### config.mk
export PLATFORM = sky130hd
export DESIGN_NAME = spi_master_ctrl
export DESIGN_NICKNAME = d
export VERILOG_FILES = /design/src/rtl/spi_master_ctrl.sv
export SDC_FILE = /design/constraint.sdc
export NUM_CORES = 1
export LEC_CHECK = 0
export BUFFER_PORTS_ARGS = -buffer_cell sky130_fd_sc_hd__buf_4
export CAP_MARGIN = 10
export CORE_ASPECT_RATIO = 1.1
export CORE_MARGIN = 5
export CORE_UTILIZATION = 25
export DETAILED_ROUTE_END_ITERATION = 10
export SLEW_MARGIN = 5
export SYNTH_ARGS = -nofsm -noshare
export SYNTH_HDL_FRONTEND = slang
export SYNTH_SLANG_ARGS = --single-unit
### constraint.sdc
create_clock -name clk -period 2.3 [get_ports clk]
set_input_delay 0.345 -clock clk [delete_from_list [all_inputs] [get_ports clk]]
set_output_delay 0.345 -clock clk [all_outputs]
set_load 0.05 [all_outputs]
### src/rtl/spi_master_ctrl.sv
// spi_master_ctrl
//   Single-clock SPI master that issues 10-bit command frames ({cmd, payload},
//   MSB first) to the SPI slave + RAM subsystem. For read-data frames
//   (cmd = 2'b11) it also shifts in the 8-bit byte returned on miso.
//   No clock division: every SPI bit lasts one clk cycle.
//
// Ports
//   clk          system clock, rising edge
//   rst_n        asynchronous active-low reset
//   start        frame request, only looked at in IDLE
//   cmd[1:0]     00 wr-addr, 01 wr-data, 10 rd-addr, 11 rd-data
//   wdata[7:0]   payload, latched together with cmd on accept
//   busy         high from the accept edge until the FSM is back in IDLE
//   done         one-cycle pulse at frame end
//   rdata[7:0]   byte from the most recent completed rd-data frame
//   rdata_valid  one-cycle pulse with done, rd-data frames only
//   ss_n         slave select, active low
//   mosi         serial data to the slave
//   miso         serial data from the slave
//
// Handshake: start is a level request. It is accepted on a rising edge where
// the FSM is in IDLE; requests while busy are dropped, not queued. Holding
// start high gives back-to-back frames separated by two ss_n-high cycles.
module spi_master_ctrl #(
  parameter int RD_WAIT = 2  // cycles between last mosi bit and first miso sample, 1..15
) (
  input  logic       clk,
  input  logic       rst_n,
  input  logic       start,
  input  logic [1:0] cmd,
  input  logic [7:0] wdata,
  output logic       busy,
  output logic       done,
  output logic [7:0] rdata,
  output logic       rdata_valid,
  output logic       ss_n,
  output logic       mosi,
  input  logic       miso
);

  typedef enum logic [2:0] {
    S_IDLE     = 3'd0,
    S_LEAD     = 3'd1,
    S_SHIFT_TX = 3'd2,
    S_WAIT_RX  = 3'd3,
    S_SHIFT_RX = 3'd4,
    S_END      = 3'd5
  } state_t;

  // The WAIT_RX state covers RD_WAIT-1 cycles: the transition edge out of
  // WAIT_RX (or straight out of SHIFT_TX when RD_WAIT is 1) already places
  // the FSM in SHIFT_RX so the first miso sample lands RD_WAIT cycles after
  // the last mosi bit ended.
  localparam logic [3:0] WAIT_LOAD = 4'(RD_WAIT - 2);
  localparam logic       NO_WAIT   = (RD_WAIT == 1);

  state_t     state_q;
  state_t     state_d;
  logic [9:0] tx_sh;    // frame being shifted out, tx_sh[9] is on mosi
  logic [6:0] rx_sh;    // the first seven miso samples of a read
  logic [3:0] cnt;      // bit / wait counter, counts down to zero
  logic       is_rd;    // frame in flight is a rd-data command
  logic [7:0] rdata_q;

  // State register
  always_ff @(posedge clk or negedge rst_n) begin
    if (!rst_n) begin
      state_q <= S_IDLE;
    end else begin
      state_q <= state_d;
    end
  end

  // Next-state logic
  always_comb begin
    state_d = state_q;
    case (state_q)
      S_IDLE:     if (start) state_d = S_LEAD;
      S_LEAD:     state_d = S_SHIFT_TX;
      S_SHIFT_TX: begin
        if (cnt == 4'd0) begin
          if (!is_rd)       state_d = S_END;
          else if (NO_WAIT) state_d = S_SHIFT_RX;
          else              state_d = S_WAIT_RX;
        end
      end
      S_WAIT_RX:  if (cnt == 4'd0) state_d = S_SHIFT_RX;
      S_SHIFT_RX: if (cnt == 4'd0) state_d = S_END;
      S_END:      state_d = S_IDLE;
      default:    state_d = S_IDLE;
    endcase
  end

  // Datapath: frame latch, shift registers, counter, captured byte
  always_ff @(posedge clk or negedge rst_n) begin
    if (!rst_n) begin
      tx_sh   <= '0;
      rx_sh   <= '0;
      cnt     <= '0;
      is_rd   <= 1'b0;
      rdata_q <= '0;
    end else begin
      case (state_q)
        S_IDLE: begin
          if (start) begin
            tx_sh <= {cmd, wdata};
            is_rd <= (cmd == 2'b11);
            cnt   <= 4'd0;
          end
        end
        S_LEAD: begin
          cnt <= 4'd9;
        end
        S_SHIFT_TX: begin
          if (cnt == 4'd0) begin
            cnt <= NO_WAIT ? 4'd7 : WAIT_LOAD;
          end else begin
            cnt   <= cnt - 4'd1;
            tx_sh <= {tx_sh[8:0], 1'b0};
          end
        end
        S_WAIT_RX: begin
          if (cnt == 4'd0) cnt <= 4'd7;
          else             cnt <= cnt - 4'd1;
        end
        S_SHIFT_RX: begin
          rx_sh <= {rx_sh[5:0], miso};
          if (cnt == 4'd0) rdata_q <= {rx_sh, miso};
          else             cnt     <= cnt - 4'd1;
        end
        S_END: begin
          cnt <= 4'd0;
        end
        default: begin
          cnt <= 4'd0;
        end
      endcase
    end
  end

  // Outputs decoded from state. Because the state register resets
  // asynchronously, ss_n rises immediately when a frame is aborted by reset.
  always_comb begin
    busy        = (state_q != S_IDLE);
    ss_n        = (state_q == S_IDLE) || (state_q == S_END);
    mosi        = (state_q == S_SHIFT_TX) && tx_sh[9];
    done        = (state_q == S_END);
    rdata_valid = (state_q == S_END) && is_rd;
    rdata       = rdata_q;
  end

endmodule

==> results.ini, run 1 <==
[die]
die_x_um=87.73
fp.coreArea_sq_um=6516
num_rows=31
io_pins=27
die_area_sq_um=8379
start_util_pct=25.50
die_h_um=95.51

[final_layout]
final_area_sq_um=2085
drive_gt1_share_pct=39.20
antennaDiodeCount=0
fin_nets=190
area_growth_pct=25.45
fill_cells=679

[clock_tree]
clkLatencyLatePin_ns=0.28
cts.sinks=33
cts-root-buf=clkbuf_8
cts.clk_slew.worst_paths_ns=0.08
numCtsBuffers=5
cts_resized=0
htreeDepth=2
cts_tree=yes
cts_buffer_depth=2
post_cts_buffers=0
hold_buffers=0

[synth]
synth-async-reset-ratio_pct=100.0
synth_top_cell_area_share_pct=49.70
synth_ff_type=dfrtp_1
yosysTopAreaCell=dfrtp_1
yosysWarnings=0
synth.avg_cell_area_sq_um=11.46
synth_cells=145
synth_edf_count=0
synth_fp_nets=160
ys_ff_latch=33
ys_types=40
ys_seq_area_share_pct=49.70
synthTopCellsByArea=dfrtp_1, mux2_2, mux2_4
syn_area_sq_um=1662

[power_and_ir_drop]
switching_power_mw=1.140
swShare_pct=38.19
power_per_cell_area_nw_per_um2=1432
internal_power_mw=1.845
p_seq_share_pct=33.2
peakVddDrop_uv=588.2
p_clk_share_pct=19.4
power_frac_comb_pct=47.4
p_leak_nw=0.9888

[sta]
tns_ns=0
slew_headroom_pct=53.72
finalCritPeriodShare_pct=90.00
fmax_ghz=0.4831
rsz0062_at_grt=no
slew_viol_final=0
setup_viol=0
tightest_slew_ns=0.6942
hold_viol_final=12
holdWs_ns=-0.006527
fin_skew_ns=0.007423
period_needed_ns=2.070

[placement]
place_congestion=0.7085
placed_area_sq_um=1964
hpwlAfterDp_mm=2.438
portBuffers=26

[job]
drv_cap=0

[worst_setup_path]
cp_max_fo=10
cp.required_ns=2.47
cp.arrival_ns=2.24
cp-end-kind=flip-flop
start_kind=flip-flop
critPathKind=flip-flop to flip-flop

[route]
vias=1190
drt-wirelength-per-cell_um=13.47
drt_iter0_markers=60
firstDrtPassIters=4
postRouteAntennaNets=0
vias_per_cell=4.612
drc=0
routed_wirelength_mm=3.476

[grt]
grt_max_degree=34
grt_pass1_wl_mm=6.085
antenna_found_initial=0
grt_pass1_vias=1240
grt_use_total_pct=9.264
grt_overflow_total=0

[status]
violations=negative hold slack
outcome=finished, violations left

[hold_path]
hold_class=input port to asynchronous set/reset pin

power by group through the flow:
stage	sequential (mW)	combinational, mW	clock [mW]
floorplan	1.03	1.04	0
global placement	0.999	1.40	0
detailed placement	1.00	1.42	0
CTS	0.995	1.43	0.593
global route	1.04	1.54	0.624
finish	0.991	1.42	0.578
routing by layer:
layer	part of all wire (%)	global-route usage (%)	vias up	routed length (um)
met5	0	0	-	0
met4	1.2	3.964	0	40
met3	5.4	2.420	4	187
met2	48	15.83	28	1675
met1	45	10.88	588	1572
li1	-	-	570	-
cell type report:
class                      count  area (sq um)  area share [%]
clock buffer                   6         82.58           3.962
tap                           82         102.6           4.922
inverter                       7         26.28           1.261
timing repair buffer          31         232.7           11.16
multi-input combinational     97         777.0           37.27
sequential                    33         825.8           39.62
clock inverter                 2         37.54           1.801
critical path, stage by stage (launching register included):
cell,delay (ns)
dfrtp_1,0.43
inv_1,0.06
ha_1,0.27
nor3b_2,0.24
o31ai_4,0.59
mux2_4,0.35
final timing paths:
path,to,slack (ns),cells past startpoint,startpoint
worst max-delay path,tx_sh[2]$_DFFE_PN0P_,0.23,5,cnt[0]$_DFFE_PN0P_
worst min-delay path,tx_sh[4]$_DFFE_PN0P_,-0.007,1,rst_n
worst max register to register,tx_sh[2]$_DFFE_PN0P_,0.23,5,cnt[0]$_DFFE_PN0P_
worst min register to register,rx_sh[6]$_DFFE_PN0P_,0.48,2,rx_sh[6]$_DFFE_PN0P_
max in group asynchronous,state_q[2]$_DFFE_PN0P_,1.99,1,rst_n
min in group clk,rx_sh[0]$_DFFE_PN0P_,0.27,3,miso
logic make-up after synthesis:
family                   synth area share (%)
AO/OA/AOI/OAI                           10.32
XOR/XNOR                               0.5272
adder cells (fa/ha/maj)                0.7529
buffers and inverters                   3.539
flip-flops                              49.70
multiplexers                            19.88
AND/OR/NAND/NOR                         15.29
state kept, by name (all words and copies together) (netlist names):
register,cells
cnt,4
rx_sh,7
rdata,8
tx_sh,10
is_rd,1
state_q,3
stage by stage:
stage               worst slack, ns  util (%)  instances  power (mW)  hold WS, ns
finish                       0.2301     31.99        258       2.985    -0.006527
global route                0.07770     31.99        258       3.203      0.01969
CTS                          0.2167     31.99        258       3.015     0.007676
detailed placement           0.2374     30.15        250       2.424       0.3205
global placement             0.3076     30.15        250       2.395       0.3163
floorplan                    0.1632         -        145       2.074      0.04941
cells in the mapped netlist (2+ instances only):
cell,instances
a211oi_1,3
a21oi_1,3
buf_2,2
clkbuf_1,5
dfrtp_1,33
inv_1,7
mux2_2,16
mux2_4,8
mux2i_1,3
nand2_1,24
nand2b_1,2
nor2b_1,2
nor3_1,3
nor3b_1,2
nor3b_2,2
o21ai_0,4
o31ai_1,3
cell usage in the layout, fill, tap and decap left out, types with 2 or more instances in the layout:
cell type / instances
buf_4: 31
nand2_1: 24
nor2b_1: 2
nor3b_1: 2
a211oi_1: 3
mux2_2: 16
a21oi_1: 3
nor3b_2: 2
inv_1: 7
clkbuf_8: 6
nand2b_1: 2
mux2i_1: 3
o21ai_0: 4
nor3_1: 3
o31ai_1: 3
mux2_4: 8
dfrtp_1: 33
Note: power is estimated with default switching activity, not from simulation.
==> run 2: changes to the inputs <==
- BUFFER_PORTS_ARGS: -buffer_cell sky130_fd_sc_hd__buf_4 -> -buffer_cell sky130_fd_sc_hd__buf_2
- HOLD_SLACK_MARGIN: not set -> 0.15
==> run 2 against run 1 <==
The flow now finishes without violations. Count of clock-buffer cells in the layout rose by 1. Largest cell class unchanged. Final area is 4.3% lower. Setup slack lost 0.0033 ns. Highest routed layer unchanged. Largest power group unchanged. Utilization down 1.4 points.
==> results.ini, run 2 (synthesis gave the netlist of run 1 again) <==
[sta]
fmax_ghz=0.4823
slew_viol_final=0
finalCritPeriodShare_pct=90.14
tightest_slew_ns=0.7438
fin_skew_ns=0.006344
slew_headroom_pct=50.41
period_needed_ns=2.073
hold_viol_final=0
tns_ns=0
rsz0062_at_grt=no
holdWs_ns=0.2642
finalWorstSetupSlack_ns=0.2268
setup_viol=0

[hold_path]
hp-start=miso
hold_class=input port to flip-flop

[placement]
portBuffers=26
dp_cells=250
dpl_worst_slack_ns=0.2483
place_congestion=0.7120
placed_area_sq_um=1899
hpwlAfterDp_mm=2.353

[die]
die_x_um=87.73
die_area_sq_um=8379
start_util_pct=25.50
num_rows=31
io_pins=27
die_h_um=95.51
fp.coreArea_sq_um=6516

[grt]
grt_overflow_total=0
grt_use_total_pct=9.184
grt_max_degree=34
grt_pass1_vias=1237
antenna_found_initial=0
grt_pass1_wl_mm=5.961

[final_layout]
antennaDiodeCount=0
final_common_cell=dfrtp_1
fin_nets=191
largest_reg_flops=10
area_growth_pct=20.11
largest-register=tx_sh
fin_cells=258
final_area_sq_um=1996
final_cell_mix=dfrtp_1, buf_2, nand2_1
fill_cells=690
utilization_pct=30.63
drive_gt1_share_pct=38.07

[clock_tree]
cts-root-buf=clkbuf_8
htreeDepth=2
cts.clk_slew.worst_paths_ns=0.07
cts.sinks=33
cts_buffer_depth=2
cts_tree=yes
post_cts_buffers=0
hold_buffers=1
clkLatencyLatePin_ns=0.29
numCtsBuffers=5
cts_resized=0

[power_and_ir_drop]
peakVddDrop_uv=564.7
p_total_mw=2.801
p_leak_nw=0.9665
power_per_cell_area_nw_per_um2=1404

[route]
vias=1172
drc=0
drt-wirelength-per-cell_um=13.30
vias_per_cell=4.543
postRouteAntennaNets=0
drt_iter0_markers=79
routed_wirelength_mm=3.431
firstDrtPassIters=4

[job]
drv_cap=0

[worst_setup_path]
r2r-start=cnt[0]$_DFFE_PN0P_
worstSetupStartpoint=state_q[2]$_DFFE_PN0P_
critPathKind=flip-flop to output pin
cp_max_fo=13
cp.arrival_ns=1.73
start_kind=flip-flop
cp-end-kind=output pin
cp.required_ns=1.96

[status]
outcome=complete, no violations

-- run 2: cell count changes in the layout (fill, tap and decap cells not counted), sizes merged --
cell         delta
bufinv          -1
dlygate4sd3     +1
clkinvlp        -1
clkbuf          +1
-- run 2: worst max-delay path, stage by stage, from the launching register on --
cell and delay, ns:
dfrtp_1 0.51, nand2b_1 0.25, buf_4 0.18, nor3_1 0.19, buf_2 0.31
-- run 2: final cells by class --
cell class,instances,area (sq um),share of cell area [%]
clock buffers,7,86.33,4.326
flip-flops and latches,33,825.8,41.38
inverters,7,26.28,1.317
multi-input cells,97,777.0,38.93
well taps,82,102.6,5.141
repair buffers,32,177.7,8.903
-- run 2: path summary, 6_finish.rpt --
check	end	cells past startpoint	slack, ns
setup / recovery	mosi	4	0.23
hold / removal	rx_sh[0]$_DFFE_PN0P_	3	0.26
setup reg to reg	tx_sh[5]$_DFFE_PN0P_	5	0.27
hold reg to reg	rx_sh[6]$_DFFE_PN0P_	2	0.48
max in group asynchronous	cnt[1]$_DFFE_PN0P_	2	1.17
min in group asynchronous	rx_sh[6]$_DFFE_PN0P_	2	0.66
-- run 2: layer usage --
metal  global-route usage, %  vias up  wire (um)
li1                        -      570          -
met1                   11.60      570       1598
met2                   14.32       28       1603
met3                   3.544        4        189
met4                   3.069        0         40
met5                       0        -          0
-- run 2: power by group --
group	switching [mW]	internal, mW
Combinational	0.714	0.646
Sequential	0.192	0.806
Clock	0.206	0.237
Total	1.11	1.69
==> run 3: changes to the inputs <==
- CELL_PAD_IN_SITES_DETAIL_PLACEMENT: not set -> 1
- CELL_PAD_IN_SITES_GLOBAL_PLACEMENT: not set -> 1
- PLACE_DENSITY_LB_ADDON: not set -> 0.1
==> run 3 against run 2 <==
Combinational power up 3%. Sequential share of layout area down 0.56 points. Clock power up 30%. Largest cell class unchanged. Highest routed layer unchanged.
==> results.ini, run 3 (synthesis gave the netlist of run 1 again) <==
[sta]
tightest_slew_ns=0.7771
finalCritPeriodShare_pct=90.01
slew_viol_final=0
finalWorstSetupSlack_ns=0.2299
tns_ns=0
holdWs_ns=0.1329
period_needed_ns=2.070
fin_skew_ns=0.007738
slew_headroom_pct=48.19
rsz0062_at_grt=no
setup_viol=0
hold_viol_final=0
fmax_ghz=0.4831

[placement]
dpl_worst_slack_ns=0.3027
dp_cells=251
portBuffers=26
hpwlAfterDp_mm=2.782
placed_area_sq_um=1907
place_congestion=0.7011

[final_layout]
utilization_pct=31.05
fin_nets=191
largest-register=tx_sh
fill_cells=747
fin_cells=259
final_common_cell=dfrtp_1
antennaDiodeCount=0
largest_reg_flops=10
final_cell_mix=dfrtp_1, buf_2, nand2_1
final_area_sq_um=2023
drive_gt1_share_pct=38.98
ff_latch_area_sq_um=825.8
area_growth_pct=21.76
multi_input_area_sq_um=777.0

[power_and_ir_drop]
peakVddDrop_uv=445.3
power_per_cell_area_nw_per_um2=1467
p_leak_nw=0.9814
p_total_mw=2.967

[status]
outcome=complete, no violations

[grt]
grt_pass1_wl_mm=6.665
grt_max_degree=34
grt_overflow_total=0
grt_pass1_vias=1317
antenna_found_initial=0
grt_use_total_pct=10.51

[clock_tree]
clkLatencyLatePin_ns=0.28
cts.sinks=33
cts.clk_slew.worst_paths_ns=0.08
cts_tree=yes
cts_buffer_depth=2
htreeDepth=2
cts_resized=0
hold_buffers=0
numCtsBuffers=5
post_cts_buffers=0
cts-root-buf=clkbuf_8

[die]
num_rows=31
die_h_um=95.51
io_pins=27
die_area_sq_um=8379
start_util_pct=25.50
fp.coreArea_sq_um=6516
die_x_um=87.73

[route]
vias_per_cell=4.622
postRouteAntennaNets=0
routed_wirelength_mm=3.919
firstDrtPassIters=3
drt-wirelength-per-cell_um=15.13
drc=0
vias=1197
drt_iter0_markers=36

[worst_setup_path]
cp.arrival_ns=1.73
cp-end-kind=output pin
cp_max_fo=10
critPathKind=flip-flop to output pin
cp.required_ns=1.96
start_kind=flip-flop

[job]
drv_cap=0

[hold_path]
hold_class=input port to asynchronous set/reset pin

run 3: cell types whose count changed in the layout (fill, tap and decap cells not counted):
cell and delta:
bufinv_16 +1, buf_4 +1, dlygate4sd3_1 -1
run 3: path summary, 6_finish.rpt:
kind,startpoint,to,slack [ns],cells past startpoint
hold reg to reg,rx_sh[6]$_DFFE_PN0P_,rx_sh[6]$_DFFE_PN0P_,0.49,2
min in group clk,miso,rx_sh[0]$_DFFE_PN0P_,0.27,3
hold / removal,rst_n,state_q[2]$_DFFE_PN0P_,0.13,1
max in group asynchronous,rst_n,rx_sh[3]$_DFFE_PN0P_,1.67,1
setup / recovery,state_q[0]$_DFFE_PN0P_,ss_n,0.23,4
setup reg to reg,cnt[0]$_DFFE_PN0P_,tx_sh[7]$_DFFE_PN0P_,0.31,5
run 3: layout make-up:
class / count / area share [%]
Multi-Input combinational cell: 97 / 38.40
Inverter: 7 / 1.299
Timing Repair Buffer: 32 / 8.658
Clock buffer: 7 / 4.267
Clock inverter: 1 / 1.484
Tap cell: 82 / 5.071
Sequential cell: 33 / 40.82
run 3: where the power goes:
group	switching, mW	internal [mW]	total [mW]	leakage (nW)
clock	0.221	0.353	0.575	0.0585
sequential	0.192	0.805	0.997	0.422
combinational	0.740	0.656	1.40	0.501
run 3: metal layers:
metal	GRT usage [%]	vias to the layer above	wire length, um
li1	-	572	-
met1	12.60	599	1735
met2	17.96	21	1957
met3	3.025	5	176
met4	3.453	0	49
met5	0	-	0
run 3: critical path: stages, from the launching register on:
cell	delay, ns
dfrtp_1	0.51
buf_4	0.23
or3_1	0.38
nand2_1	0.06
buf_2	0.26
